--- src/rtl/inst_pkg.sv ---
// Shared instruction-path definitions for the fetch/decode boundary and the PC stage.
package inst_pkg;

  localparam int INST_W = 16;
  localparam logic [INST_W-1:0] NOP_INSTR = 16'h0000;

  // {data, pc, valid}: one fetched instruction together with its address.
  typedef struct packed {
    logic [INST_W-1:0] data;
    logic [INST_W-1:0] pc;
    logic              valid;
  } ir_entry_t;

endpackage

--- src/rtl/scan_shift16.sv ---
// 16-bit capture/shift scan register, MSB first out. Unreset by design.
module scan_shift16 (
  input  logic        clk,
  input  logic        scan_en,
  input  logic        scan_in,
  input  logic [15:0] par_in,
  output logic        scan_out
);

  logic [15:0] q;

  always_ff @(posedge clk) begin
    if (scan_en) q <= par_in;
    else         q <= {q[14:0], scan_in};
  end

  assign scan_out = q[15];

endmodule

--- src/rtl/if_id_stage.sv ---
// IF/ID boundary: tags the synchronous imem read, holds the decode IR, and keeps a
// one-entry skid so a stall never drops the read that was in flight. DW must equal INST_W.
module if_id_stage
  import inst_pkg::*;
#(
  parameter int              DW  = 16,
  parameter logic [DW-1:0]   NOP = NOP_INSTR
) (
  input  logic          clk,
  input  logic          reset,
  input  logic [DW-1:0] pc_in,
  output logic [DW-1:0] imem_addr,
  input  logic [DW-1:0] imem_data,
  input  logic          stall,
  input  logic          flush,
  output logic [DW-1:0] ir_out,
  output logic [DW-1:0] ir_pc,
  output logic [DW-1:0] ir_pc_plus1,
  output logic          ir_valid,
  input  logic          scan_en,
  input  logic          scan_in,
  output logic          scan_out
);

  ir_entry_t     ir_q;
  ir_entry_t     skid_q;
  logic          f_valid;
  logic [DW-1:0] f_pc;

  always_ff @(posedge clk) begin
    if (reset) begin
      ir_q         <= '{data: NOP, pc: '0, valid: 1'b0};
      skid_q.valid <= 1'b0;
      f_valid      <= 1'b0;
      f_pc         <= '0;
    end else if (flush) begin
      // Read in flight is wrong-path; the target PC is fetched on the next edge.
      ir_q.data    <= NOP;
      ir_q.valid   <= 1'b0;
      skid_q.valid <= 1'b0;
      f_valid      <= 1'b0;
      f_pc         <= pc_in;
    end else if (stall) begin
      // Only the first stall cycle carries the real read; later ones re-read pc_in.
      if (!skid_q.valid && f_valid)
        skid_q <= '{data: imem_data, pc: f_pc, valid: 1'b1};
    end else begin
      if (skid_q.valid)
        ir_q <= skid_q;
      else if (f_valid)
        ir_q <= '{data: imem_data, pc: f_pc, valid: 1'b1};
      else begin
        ir_q.data  <= NOP;
        ir_q.valid <= 1'b0;
      end
      skid_q.valid <= 1'b0;
      f_valid      <= 1'b1;
      f_pc         <= pc_in;
    end
  end

  assign imem_addr   = pc_in;
  assign ir_out      = ir_q.data;
  assign ir_pc       = ir_q.pc;
  assign ir_valid    = ir_q.valid;
  assign ir_pc_plus1 = ir_q.pc + DW'(1);

  scan_shift16 u_scan (
    .clk      (clk),
    .scan_en  (scan_en),
    .scan_in  (scan_in),
    .par_in   (ir_q.data),
    .scan_out (scan_out)
  );

endmodule

--- config.mk ---
export PLATFORM = sky130hd
export DESIGN_NAME = if_id_stage
export DESIGN_NICKNAME = d
export VERILOG_FILES = /design/src/rtl/inst_pkg.sv /design/src/rtl/scan_shift16.sv /design/src/rtl/if_id_stage.sv
export SDC_FILE = /design/constraint.sdc
export NUM_CORES = 1
export LEC_CHECK = 0
export ABC_AREA = 1
export CAP_MARGIN = 20
export CORE_MARGIN = 5
export CORE_UTILIZATION = 45
export CTS_CLUSTER_DIAMETER = 40
export CTS_CLUSTER_SIZE = 20
export DETAILED_ROUTE_END_ITERATION = 10
export PLACE_DENSITY = 0.74
export SLEW_MARGIN = 10
export SYNTH_ARGS = -nofsm -noshare
export SYNTH_HDL_FRONTEND = slang
export SYNTH_SLANG_ARGS = --single-unit
--- constraint.sdc ---
create_clock -name clk -period 8.7 [get_ports clk]
set_input_delay 2.175 -clock clk [delete_from_list [all_inputs] [get_ports clk]]
set_output_delay 2.175 -clock clk [all_outputs]
set_load 0.05 [all_outputs]
==> results_dict.tcl <==
set metrics [dict create \
    critical_path.cell_chain "clkdlybuf4s50_1, clkdlybuf4s50_1" \
    cp_slowest_stage_delay_ps 820 \
    r2r-start "skid_q[0]$_SDFFE_PP0P_" \
    multiInputGateArea_mm2 0.00149 \
    io-pin-count 104 \
    worst_slew_pin_slew_ps 1010 \
    hold_start "f_pc[10]$_SDFFE_PP0P_" \
    number_of_cells_on_the_critical_path 2 \
    floorplan.die.height_um 107 \
    grt_pass1_wl_mm 15.1 \
    num-nets-final 578 \
    worst_clock_skew_ps 14.5 \
    number_of_inserted_filler_cells_in_the_final_layout 845 \
    clk_latency_ps 360 \
    cpMostUsedCell "clkdlybuf4s50_1" \
    rr_worst_depth 5 \
    synth_area_per_cell_um2 9.16 \
    max_freq_ghz 0.176 \
    postSynthRegisterBits 99 \
    ctsRootBufferMaster "clkbuf_8" \
    synth_adder_area_share_pct 0.297 \
    peakVddDrop_mv 0.128 \
    slew_viol_final 0 \
    critPathSlowestCell "clkdlybuf4s50_1" \
    clk_transition_reported_paths_ps 90 \
    ff2ff_setup_slack_ps 6940 \
    track_usage_pct 16.6 \
    finalHoldViolCount 0 \
    synth_xor_xnor_area_share_pct 1.46 \
    post_synth_inst_count 459 \
    routed_wirelength_mm 9.19 \
    setup_viol 0 \
    avgRoutedWirePerCell_um 14.0 \
    postSynthNetCount 498 \
    timing.critical_path.fanout_max 2 \
    post-cts-setup-buffer-count 0 \
    timing.rr.end "ir_pc[7]$_SDFFE_PP0P_" \
    utilization_pct 57.9 \
    path_class "input port to primary output" \
    cts_resized 0 \
    num_vias 3242 \
    hold_class "flop to flop" \
    critical_path.n_buffers_inverters 2 \
    hold_path_end "skid_q[11]$_DFFE_PP_" \
    place.gp.congestion 0.896 \
    outcome "completed" \
    row_count 35 \
    synth_sequential_area_ratio_pct 54.7 \
    synth_top_family_by_area "simple AND/OR/NAND/NOR gates" \
    initial_utilization_pct 45.7 \
    synth.cell_area_mm2 0.00421 \
    yosys.area_share.simple_pct 15.6 \
    synth-compound-area-share_pct 13.6 \
    yosysWarnings 0 \
    hpwl_after_detailed_placement_mm 6.42 \
    insertedDiodeCount 0 \
    grt.overflow.total 0 \
    drv.max_cap_violation_count 0 \
    die-area_mm2 0.0114 \
    detail-route-antenna-nets 0 \
    detail_route.iter0.violations 142 \
    worst_setup_path_start_kind "input port" \
    min_delay_path_depth 0 \
    relSlewSlack_pct 32.2 \
    grt_antenna_before_repair 0 \
    design.core.area_mm2 0.00920 \
    setup_total_negative_slack_ps 0 \
    grt_pass1_vias 3159 \
    critPathRequiredTime_ps 6530 \
    grt_max_degree 52 \
    area_growth_pct 26.6 \
    final_period_minus_worst_setup_slack_ps 5670 \
    period_share_pct 65.2 \
    area_used_by_sequential_logic_in_the_layout_mm2 0.00230 \
    max-clock-path-buffers 2 \
    p_leak_nw 2.05 \
    tritoncts_clock_tree "built" \
    routed_via_density 4.95 \
    clock_sinks 99 \
    pwr_density_cell_mw_per_mm2 171 \
    clock_buffer_count_from_cts 9 \
    cts_max_level 3 \
    post_cts_hold_buffer_count 0 \
    ys_types 23 \
    dieWidth_um 107 \
    final_layout_size_suffix_gt1_share_pct 11.6 \
    critical_path.top_delay_family "buffers and inverters" \
    arrival_ps 3500 \
    muxShareOfSynthArea_pct 4.28 \
    first_pass_iters 4 \
    worst_setup_path_end_kind "primary output" \
    post-route-drc-count 0 \
    setup_repair_after_global_routing_missed_its_margin "false" \
    placement.io_buffers 103 \
]
[layout by cell type, fill, tap and decap left out, drive strengths merged]
cell,Yosys,final
nor2,52,52
inv,39,39
ha,1,1
clkinvlp,0,2
edfxtp,32,32
mux2,16,16
clkdlybuf4s50,0,103
nor3,1,1
o21ai,51,51
clkinv,0,3
xor2,7,7
clkbuf,4,11
nand4,3,3
dfxtp,67,67
buf,34,4
a21oi,50,50
nand3,6,6
nand2,96,96
[through the flow]
stage | cell area, µm² | hold WS [ps] | power, W | cells | setup WS, ps
after floorplan | 4210 | 408 | 0.000599 | 459 | 3530
after global placement | 5140 | 410 | 0.000641 | 639 | 3030
after detailed placement | 5140 | 414 | 0.000643 | 639 | 3020
after CTS | 5330 | 427 | 0.000917 | 655 | 3020
after global routing | 5330 | 448 | 0.000946 | 655 | 3010
final | 5330 | 426 | 0.000909 | 655 | 3030
[Yosys cell counts]
cell type / count / area share (%)
a21oi_1: 36 / 4.3
a21oi_2: 14 / 2.9
buf_2: 5 / 0.59
buf_4: 24 / 4.3
buf_6: 5 / 1.3
clkbuf_1: 4 / 0.36
dfxtp_1: 67 / 32
edfxtp_1: 32 / 23
ha_1: 1 / 0.30
inv_1: 38 / 3.4
inv_2: 1 / 0.089
mux2_2: 16 / 4.3
nand2_1: 95 / 8.5
nand2_4: 1 / 0.27
nand3_1: 6 / 0.71
nand4_1: 3 / 0.45
nor2_1: 47 / 4.2
nor2_4: 5 / 1.3
nor3_1: 1 / 0.12
o21ai_0: 36 / 4.3
o21ai_1: 11 / 1.3
o21ai_2: 4 / 0.83
xor2_1: 7 / 1.5
[per-layer routing]
| layer | track usage (%) | routed length (µm) | vias to the layer above |
|---|---|---|---|
| met5 | 0 | 0 | - |
| met4 | 5.94 | 159 | 0 |
| met3 | 4.76 | 642 | 13 |
| met2 | 28.2 | 4400 | 97 |
| met1 | 20.1 | 3980 | 1489 |
| li1 | - | - | 1643 |
[worst max-delay path by stage]
stage / endpoint / start / slack, ps
finish: imem_addr[14] / pc_in[14] / 3030
global route: imem_addr[14] / pc_in[14] / 3010
CTS: imem_addr[14] / pc_in[14] / 3020
detailed placement: imem_addr[14] / pc_in[14] / 3020
global placement: imem_addr[10] / pc_in[10] / 3030
floorplan: skid_q[10]$_DFFE_PP_ / stall / 3530
[logic make-up (layout without fill, tap and decap cells)]
kind of cell,Yosys count,in the layout
AND/OR/NAND/NOR,158,158
flip-flops,99,99
XOR/XNOR,7,7
AO/OA/AOI/OAI,101,101
buffers and inverters,77,162
adder cells (fa/ha/maj),1,1
multiplexers,16,16
[registers in the layout, indices dropped and copies added (netlist names)]
| register | count |
|---|---|
| f_valid | 1 |
| ir_valid | 1 |
| u_scan.q | 16 |
| ir_out | 16 |
| skid_q | 33 |
| f_pc | 16 |
| ir_pc | 16 |
[layout make-up]
type                    instances  area share, %
clock buffers                  11           2.84
clock inverters                 5          0.705
inverters                      39           2.75
multi-input cells             283           27.9
flip-flops and latches         99           43.3
well taps                     111           2.61
repair buffers                107           19.9
[report_power, final]
part,switching (W),internal [W]
Clock,0.000157,0.000120
Combinational,0.0000807,0.0000496
Sequential,0.00000945,0.000492
No activity file was read; power rests on OpenSTA's default activity.
